File: config.mk
export PLATFORM = sky130hd
export DESIGN_NAME = fifo_wr_arbiter_flat
export DESIGN_NICKNAME = d
export VERILOG_FILES = /design/src/rtl/fifo_wr_arbiter_if.sv /design/src/rtl/fifo_wr_arbiter.sv /design/src/flat_wrapper.sv
export SDC_FILE = /design/constraint.sdc
export NUM_CORES = 1
export LEC_CHECK = 0
export ABC_AREA = 1
export CAP_MARGIN = 20
export CORE_MARGIN = 5
export CORE_UTILIZATION = 43
export CTS_CLUSTER_SIZE = 30
export DETAILED_ROUTE_END_ITERATION = 8
export GPL_TIMING_DRIVEN = 0
export PLACE_DENSITY = 0.87
export SYNTH_ARGS = -nofsm -noshare
export SYNTH_HDL_FRONTEND = slang
export SYNTH_SLANG_ARGS = --single-unit
export TNS_END_PERCENT = 10
File: constraint.sdc
create_clock -name clk -period 1.7 [get_ports clk]
set_clock_uncertainty 0.1 [all_clocks]
set_input_delay 0.425 -clock clk [delete_from_list [all_inputs] [get_ports clk]]
set_output_delay 0.425 -clock clk [all_outputs]
set_load 0.05 [all_outputs]
File: src/rtl/fifo_wr_arbiter_if.sv
// fifo_wr_arbiter_if
// Bundles the two producer valid/ready streams and the FIFO write-side
// signals that the round-robin write arbiter sits between.
//
// Signals:
//   s0_valid, s0_data, s0_ready : producer channel 0 stream
//   s1_valid, s1_data, s1_ready : producer channel 1 stream
//   wrfull                      : FIFO write-side full flag (current cycle)
//   wrreq, data                 : FIFO write request and write data
//
// Modports:
//   master : the producers/FIFO environment (drives valids, data, wrfull)
//   slave  : the arbiter (drives readies, wrreq, data)
interface fifo_wr_arbiter_if #(
  parameter int DW = 8
);
  logic          s0_valid;
  logic [DW-1:0] s0_data;
  logic          s0_ready;
  logic          s1_valid;
  logic [DW-1:0] s1_data;
  logic          s1_ready;
  logic          wrfull;
  logic          wrreq;
  logic [DW-1:0] data;

  modport master (
    output s0_valid, s0_data, s1_valid, s1_data, wrfull,
    input  s0_ready, s1_ready, wrreq, data
  );

  modport slave (
    input  s0_valid, s0_data, s1_valid, s1_data, wrfull,
    output s0_ready, s1_ready, wrreq, data
  );
endinterface

File: src/rtl/fifo_wr_arbiter.sv
// fifo_wr_arbiter
// Round-robin arbiter sharing the single write port of a same-clock FIFO
// between two producer channels. One channel is granted at a time for a
// burst of at most BURST words; a full FIFO stalls the burst without ever
// forcing a grant switch.
//
// Parameters:
//   DW    : data width of both channels and the FIFO write port
//   BURST : maximum words accepted per grant before rotation (2..255)
//   CW    : width of the saturating per-channel accepted-word counters
//
// Ports:
//   clk  : system clock, all state on its rising edge
//   rst  : synchronous active-high reset
//   bus  : producer streams + FIFO write side (slave modport)
//   gnt  : one-hot current grant, {G1, G0}; 00 when idle
//   cnt0 : words accepted from channel 0 (saturating)
//   cnt1 : words accepted from channel 1 (saturating)
module fifo_wr_arbiter #(
  parameter int DW    = 8,
  parameter int BURST = 4,
  parameter int CW    = 16
) (
  input  logic                 clk,
  input  logic                 rst,
  fifo_wr_arbiter_if.slave     bus,
  output logic [1:0]           gnt,
  output logic [CW-1:0]        cnt0,
  output logic [CW-1:0]        cnt1
);

  localparam int BCW = (BURST > 2) ? $clog2(BURST) : 1;
  localparam logic [BCW-1:0] LAST_BEAT = BCW'(BURST - 1);

  typedef enum logic [1:0] {
    IDLE = 2'd0,
    G0   = 2'd1,
    G1   = 2'd2
  } state_t;

  state_t          r_state;
  state_t          w_nextState;
  logic            r_rr;
  logic            w_nextRr;
  logic [BCW-1:0]  r_bc;
  logic [BCW-1:0]  w_nextBc;
  logic [CW-1:0]   r_cnt0;
  logic [CW-1:0]   r_cnt1;

  logic            w_granted;
  logic            w_cur;
  logic            w_curValid;
  logic            w_othValid;
  logic [DW-1:0]   w_curData;
  logic            w_accept;
  logic            w_lastBeat;
  logic            w_exit;

  // Registered FSM state, round-robin pointer and beat counter.
  always_ff @(posedge clk) begin
    if (rst) begin
      r_state <= IDLE;
      r_rr    <= 1'b0;
      r_bc    <= '0;
    end else begin
      r_state <= w_nextState;
      r_rr    <= w_nextRr;
      r_bc    <= w_nextBc;
    end
  end

  // Next-state logic and all handshake outputs. w_cur is the index of the
  // granted channel; it only has meaning while w_granted is set.
  always_comb begin
    w_nextState = r_state;
    w_nextRr    = r_rr;
    w_nextBc    = r_bc;

    w_granted  = (r_state == G0) || (r_state == G1);
    w_cur      = (r_state == G1);
    w_curValid = w_cur ? bus.s1_valid : bus.s0_valid;
    w_othValid = w_cur ? bus.s0_valid : bus.s1_valid;
    w_curData  = w_cur ? bus.s1_data  : bus.s0_data;

    // Accept is suppressed during reset so the word on the bus in the reset
    // cycle is left with its producer rather than lost.
    w_accept   = w_granted && w_curValid && !bus.wrfull && !rst;
    w_lastBeat = w_accept && (r_bc == LAST_BEAT);
    w_exit     = w_granted && (w_lastBeat || !w_curValid);

    case (r_state)
      IDLE: begin
        w_nextBc = '0;
        if (bus.s0_valid && bus.s1_valid) begin
          w_nextState = r_rr ? G1 : G0;
        end else if (bus.s0_valid) begin
          w_nextState = G0;
        end else if (bus.s1_valid) begin
          w_nextState = G1;
        end
      end
      G0, G1: begin
        if (w_exit) begin
          // Rotation always moves the pointer, even when the same channel
          // keeps the grant for a fresh burst because the other is idle.
          w_nextRr = ~w_cur;
          w_nextBc = '0;
          if (w_othValid) begin
            w_nextState = w_cur ? G0 : G1;
          end else if (w_curValid) begin
            w_nextState = r_state;
          end else begin
            w_nextState = IDLE;
          end
        end else if (w_accept) begin
          w_nextBc = r_bc + 1'b1;
        end
      end
      default: begin
        w_nextState = IDLE;
        w_nextBc    = '0;
      end
    endcase

    bus.s0_ready = w_accept && !w_cur;
    bus.s1_ready = w_accept && w_cur;
    bus.wrreq    = w_accept;
    bus.data     = w_granted ? w_curData : '0;
    gnt          = {r_state == G1, r_state == G0};
  end

  // Saturating accepted-word counters.
  always_ff @(posedge clk) begin
    if (rst) begin
      r_cnt0 <= '0;
      r_cnt1 <= '0;
    end else begin
      if (w_accept && !w_cur && (r_cnt0 != {CW{1'b1}})) begin
        r_cnt0 <= r_cnt0 + 1'b1;
      end
      if (w_accept && w_cur && (r_cnt1 != {CW{1'b1}})) begin
        r_cnt1 <= r_cnt1 + 1'b1;
      end
    end
  end

  assign cnt0 = r_cnt0;
  assign cnt1 = r_cnt1;

endmodule

File: src/flat_wrapper.sv
// flat-port wrapper written by rule: the top's interface ports become plain ports
module fifo_wr_arbiter_flat 
#(
  parameter int DW    = 8,
  parameter int BURST = 4,
  parameter int CW    = 16
)
  (clk, rst, gnt, cnt0, cnt1, bus_s0_valid, bus_s0_data, bus_s1_valid, bus_s1_data, bus_wrfull, bus_s0_ready, bus_s1_ready, bus_wrreq, bus_data);
  fifo_wr_arbiter_if #(.DW(DW)) bus_i ();
  input  logic clk;
  input  logic rst;
  output logic [1:0] gnt;
  output logic [CW-1:0] cnt0;
  output logic [CW-1:0] cnt1;
  input wire logic [$bits(bus_i.s0_valid)-1:0] bus_s0_valid;
  input wire logic [$bits(bus_i.s0_data)-1:0] bus_s0_data;
  input wire logic [$bits(bus_i.s1_valid)-1:0] bus_s1_valid;
  input wire logic [$bits(bus_i.s1_data)-1:0] bus_s1_data;
  input wire logic [$bits(bus_i.wrfull)-1:0] bus_wrfull;
  output wire logic [$bits(bus_i.s0_ready)-1:0] bus_s0_ready;
  output wire logic [$bits(bus_i.s1_ready)-1:0] bus_s1_ready;
  output wire logic [$bits(bus_i.wrreq)-1:0] bus_wrreq;
  output wire logic [$bits(bus_i.data)-1:0] bus_data;
  assign bus_i.s0_valid = bus_s0_valid;
  assign bus_i.s0_data = bus_s0_data;
  assign bus_i.s1_valid = bus_s1_valid;
  assign bus_i.s1_data = bus_s1_data;
  assign bus_i.wrfull = bus_wrfull;
  assign bus_s0_ready = bus_i.s0_ready;
  assign bus_s1_ready = bus_i.s1_ready;
  assign bus_wrreq = bus_i.wrreq;
  assign bus_data = bus_i.data;
  fifo_wr_arbiter #(.DW(DW), .BURST(BURST), .CW(CW)) u_core (.clk(clk), .rst(rst), .bus(bus_i), .gnt(gnt), .cnt0(cnt0), .cnt1(cnt1));
endmodule
# After elaboration in Yosys (flattened, before gate mapping)
# Index checks and enable logic that the tools add are counted.
# totals
elab_cells	52
output_inout_bits	45
regBits	37
# op_classes
n_mux	13
add_sub_neg	3
bitwise	2
n_reduce_logical	21
n_eq_ne	8
# ops
op	count
adder 16 x 1 -> 16 bit (second input constant)	2
!= test 16 bit (second input constant)	2
two-way mux 2 bit	8
two-way mux 8 bit	2
logical AND 1 bit	10
== test 2 bit (second input constant)	2
logical NOT 1 bit	4
!= test 4 x 3 -> 1 bit (second input constant)	1
case mux 2 bit (2 select lines)	1
!= test 3 bit (second input constant)	1
AND reduction 3 bit	1
OR reduction 3 bit	1
adder 2 x 1 -> 2 bit (second input constant)	1
== test 2 x 1 -> 1 bit (second input constant)	1
logical NOT 2 bit	1
logical OR 1 bit	2
two-way mux 1 bit	2
!= test 2 x 1 -> 1 bit (second input constant)	1
inverter 1 bit	2
AND reduction 2 bit	1
OR reduction 2 bit	1

# Logic depth before layout (Yosys ltp)
# depth
ltp_word	10
mapped_depth	13

# Worst setup path before layout
# OpenSTA, ideal clock, no wires.
# synth_timing
path_kind	flip-flop to flip-flop
startpoint	register u_core.r_state[0]
endpoint	register u_core.r_cnt0[14] (netlist: u_core.cnt0[14])
arrival_time_ns	2.293
path_stages_with_launch	10
n_path_buf	1
t_required_ns	1.468
setup_time_ns	0.132
period_less_slack_ns	2.525
setup_slack_ns	-0.825
path_cell_list	dfxtp_1 inv_1 ha_1 o21ai_0 nand2_2 nor2_1 o21ai_1 buf_2 nand2_1 a21oi_1
# synth_between
elab_chain_len	7
elab_cells_between_ends	10
cone_classes	eq/ne: 2; mux: 1; reduce/logical: 7
# synth_lines
element	line	text
from (decl)	fifo_wr_arbiter.sv:41	state_t r_state;
from (signal assigned)	fifo_wr_arbiter.sv:66	r_state <= w_nextState;
== test 2 bit *	fifo_wr_arbiter.sv:80	w_cur = (r_state == G1);
named net u_core.w_cur	fifo_wr_arbiter.sv:51	logic w_cur;
two-way mux 1 bit / logical OR 1 bit (equally long branches)	fifo_wr_arbiter.sv:81, fifo_wr_arbiter.sv:79	
logical AND 1 bit (3 in series)	fifo_wr_arbiter.sv:87	w_accept = w_granted && w_curValid && !bus.wrfull && !rst;
logical AND 1 bit *	--	
named net bus_s0_ready	flat_wrapper.sv:20	output wire logic [$bits(bus_i.s0_ready)-1:0] bus_s0_ready;
logical AND 1 bit *	fifo_wr_arbiter.sv:138	if (w_accept && !w_cur && (r_cnt0 != {CW{1'b1}})) begin
to (signal assigned)	fifo_wr_arbiter.sv:139	r_cnt0 <= r_cnt0 + 1'b1;
to (decl)	fifo_wr_arbiter.sv:47	logic [CW-1:0] r_cnt0;
# Mark *: on every way through the listed nets, which the timed path passes. The rest lies on a longest branch.
# A chain may end at the register's enable or synchronous reset.

# Worst setup path after layout
# layout_timing
startpoint	register u_core.r_state[1]
endpoint	output port bus_s0_ready
# layout_between
elab_chain_len	6
elab_cells_between_ends	9
cone_classes	eq/ne: 2; mux: 1; reduce/logical: 6
# layout_lines
element	line	text
== test 2 bit / == test 2 x 1 -> 1 bit (equally long branches)	fifo_wr_arbiter.sv:79, fifo_wr_arbiter.sv:80	
two-way mux 1 bit / logical OR 1 bit (equally long branches)	fifo_wr_arbiter.sv:81, fifo_wr_arbiter.sv:79	
logical AND 1 bit (3 in series)	fifo_wr_arbiter.sv:87	
logical AND 1 bit *	fifo_wr_arbiter.sv:125	bus.s0_ready = w_accept && !w_cur;
to (decl)	flat_wrapper.sv:20	
# Mark *: on every way between the ends. The rest lies on a longest branch, timed or not.

==> results.cfg <==
[status]
status = complete, but fails checks
violations = setup timing

[synth]
ys_ff_latch = 37
synth_edf_count = 0
yosysWarningCount = 0
synth_nets = 404
synth-async-reset-ratio = 0
netlist_area_um2 = 2300
seq_area_frac_synth = 0.322
syn_inst = 376
synth.distinct_cells = 25
synth-main-ff-cell = dfxtp_1
syn_avg_cell_area_um2 = 6.11

[timing]
slew_headroom = 0.658
setup_viol = 45
hold_violations = 0
fin_crit_ps = 2080
setup_ws_ps = -377
fin_crit_sh = 1.22
rsz0062_at_grt = true
setup_tns_ps = -6690
timing.fmax_mhz = 481
finalMaxSlewViolations = 0
worst_pin_slew_ps = 514

[clock_tree]
clk_latency_ps = 290
clock_path_buffers = 2
cts_num_sinks = 37
cts_tree = built
h-tree-depth = 2
clk_pin_slew_ps = 70
cts_root_buf = clkbuf_8
ctsHoldBuffers = 0
cts_inserted_buffers = 5

[critical_path]
critPathLaunchType = flop
cp_num_cells = 7
crit_buf_inv = 2
cpMostUsedCell = nand2_2
crit_slowest_cell = dfxtp_4
r2r_cells = 11
critPathMaxFanout = 5
critPathKind = flop to output pin
worstPathCellList = inv_4 -> ha_4 -> nand2_2 -> nor2_2 -> nand2_2 -> nor2_4 -> buf_8
timing.rr.end = u_core.cnt0[11]
r2r_setup_slack_ps = -170
worstPathArrival_ps = 1550
critPathRequiredTime_ps = 1170
regToRegStartpoint = u_core.r_state[1]
crit_path_end = bus_s0_ready
cpPeakStageDelay_ps = 380
crit_start = u_core.r_state[1]
path_delay_family = flip-flops
endpoint_kind = output pin

[die]
die_h_um = 83.1
start_util = 0.447
io_pins = 66
die_w_um = 83.1
core_area_um2 = 5140
die-area_um2 = 6910
rows = 26

[detailed_routing]
drt-wirelength-per-cell_um = 13.7
wl_met1_mm = 3.05
final_antenna_net_count = 0
met3_wirelength_um = 339
via_count = 2753
dr.max_layer_used = met4
vias_per_cell = 5.17
met2_length_mm = 3.84
route.detailed.drc = 0
wl_mm = 7.30
drt_iter0_markers = 136
first_pass_iters = 5

[power_and_ir_drop]
power.density_nw_per_um2 = 1230
p_total_mw = 4.45
ir_drop_uv = 889
p_leak_nw = 1.43

[global_route]
antenna_found_initial = 0
grt_max_degree = 12
grt_pass1_wl_mm = 12.0
grt_pass1_vias = 2654
gr-total-overflow = 0
track_usage = 0.205

[place]
place.gp.congestion = 0.860
io_buffers = 65
post-dp-hpwl_mm = 4.77
pre_cts_slack_ps = -1150

[worst_hold_path]
min_path_type = flop to flop

[cells_and_area]
drive_gt1_frac = 0.309
nets = 490
syn_to_final_growth_pct = 57.4
antenna_cells = 0

[job]
drv_cap = 0
[how the worst min path moves through the flow]
stage | start | end | slack, ps | depth (start not counted)
global route | u_core.r_bc[1] | u_core.r_bc[1] | 450 | 2
finish | u_core.r_rr | u_core.r_rr | 410 | 2
global placement | u_core.r_bc[1] | u_core.r_bc[1] | 350 | 2
CTS | u_core.r_bc[1] | u_core.r_bc[1] | 370 | 2
floorplan | u_core.r_bc[1] | u_core.r_bc[1] | 340 | 2
detailed placement | u_core.r_bc[1] | u_core.r_bc[1] | 360 | 2
[power breakdown]
group / internal [mW] / switching, mW / total (mW)
registers: 0.924 / 0.0551 / 0.980
logic: 1.11 / 1.57 / 2.68
clock network: 0.478 / 0.318 / 0.796
total: 2.51 / 1.94 / 4.45
[synth_stat cells, drive strengths merged (5+ instances only)]
cell type  count  area share
nand4          8       0.022
clkbuf         5      0.0082
ha             7       0.038
buf            7       0.019
inv           32       0.052
a21oi         28       0.061
xnor2          5       0.019
nand3         26       0.059
nor2          70        0.12
dfxtp         37        0.32
o21ai         16       0.036
xor2           7       0.027
nand2        123        0.20
[kinds of logic after synthesis]
kind of cell	Yosys count	share of synthesized area
adder cells (fa/ha/maj)	7	0.0381
flip-flops	37	0.322
AND/OR/NAND/NOR	232	0.417
buffers and inverters	44	0.0795
XOR/XNOR	12	0.0457
AO/OA/AOI/OAI	44	0.0974
[placed cells by master, fill, tap and decap left out, types with 2 or more instances in the layout]
| master | instances |
|---|---|
| nand3b_1 | 2 |
| nor2_4 | 14 |
| nand2_1 | 113 |
| dfxtp_4 | 2 |
| nor3_1 | 2 |
| inv_2 | 2 |
| nor2_2 | 11 |
| nand3_2 | 2 |
| o21ai_0 | 4 |
| ha_1 | 3 |
| xnor2_1 | 5 |
| xor2_1 | 7 |
| o21ai_1 | 3 |
| nand2_2 | 10 |
| ha_4 | 2 |
| inv_1 | 26 |
| buf_8 | 9 |
| a21oi_1 | 25 |
| clkbuf_1 | 2 |
| nor2_1 | 45 |
| dfxtp_1 | 31 |
| buf_4 | 14 |
| dfxtp_2 | 4 |
| clkbuf_8 | 9 |
| nand4_1 | 8 |
| clkdlybuf4s15_2 | 24 |
| nand3_1 | 23 |
| o21ai_2 | 8 |
| clkbuf_2 | 3 |
| inv_4 | 4 |
| a21oi_2 | 3 |
| buf_2 | 7 |
| buf_6 | 9 |
| clkdlybuf4s50_1 | 18 |
| ha_2 | 2 |
[stage by stage]
stage	cells	utilization	area, um^2	hold slack, ps
after floorplan	376	-	2440	342
after global placement	511	0.619	3180	354
after detailed placement	511	0.619	3180	359
after CTS	529	0.698	3590	368
after global routing	533	0.704	3620	448
final	533	0.704	3620	414
[repair_timing]
action / in CTS / in global routing
buffers inserted: 9 / 4
cloned: 1 / 0
endpoints found under the hold margin: 0 / 0
pin swaps: 15 / 10
endpoints found under the setup margin: 79 / 58
resized for setup: 235 / 37
[final cells by class]
class / count / area, um^2
multi-input combinational: 295 / 1610
timing repair buffer: 79 / 800
clock buffer: 7 / 86.3
sequential: 37 / 753
inverter: 32 / 130
buffer: 12 / 119
clock inverter: 1 / 30.0
fill: 399 / 1520
tap: 70 / 87.6
[state kept, by name (all words and copies together) (netlist names)]
signal	cells
u_core.r_bc	2
u_core.r_rr	1
u_core.cnt0	16
u_core.r_state	2
u_core.cnt1	16
[layer usage]
layer,track usage,vias up
met1,0.240,1300
met5,0,-
li1,-,1363
met3,0.0475,12
met4,0.0594,0
met2,0.369,78
[worst min-delay path, stage by stage (launching register included)]
cell and delay (ps):
dfxtp_1 350, a21oi_1 50, nor2_1 90
Note: power is estimated with default switching activity, not from simulation.
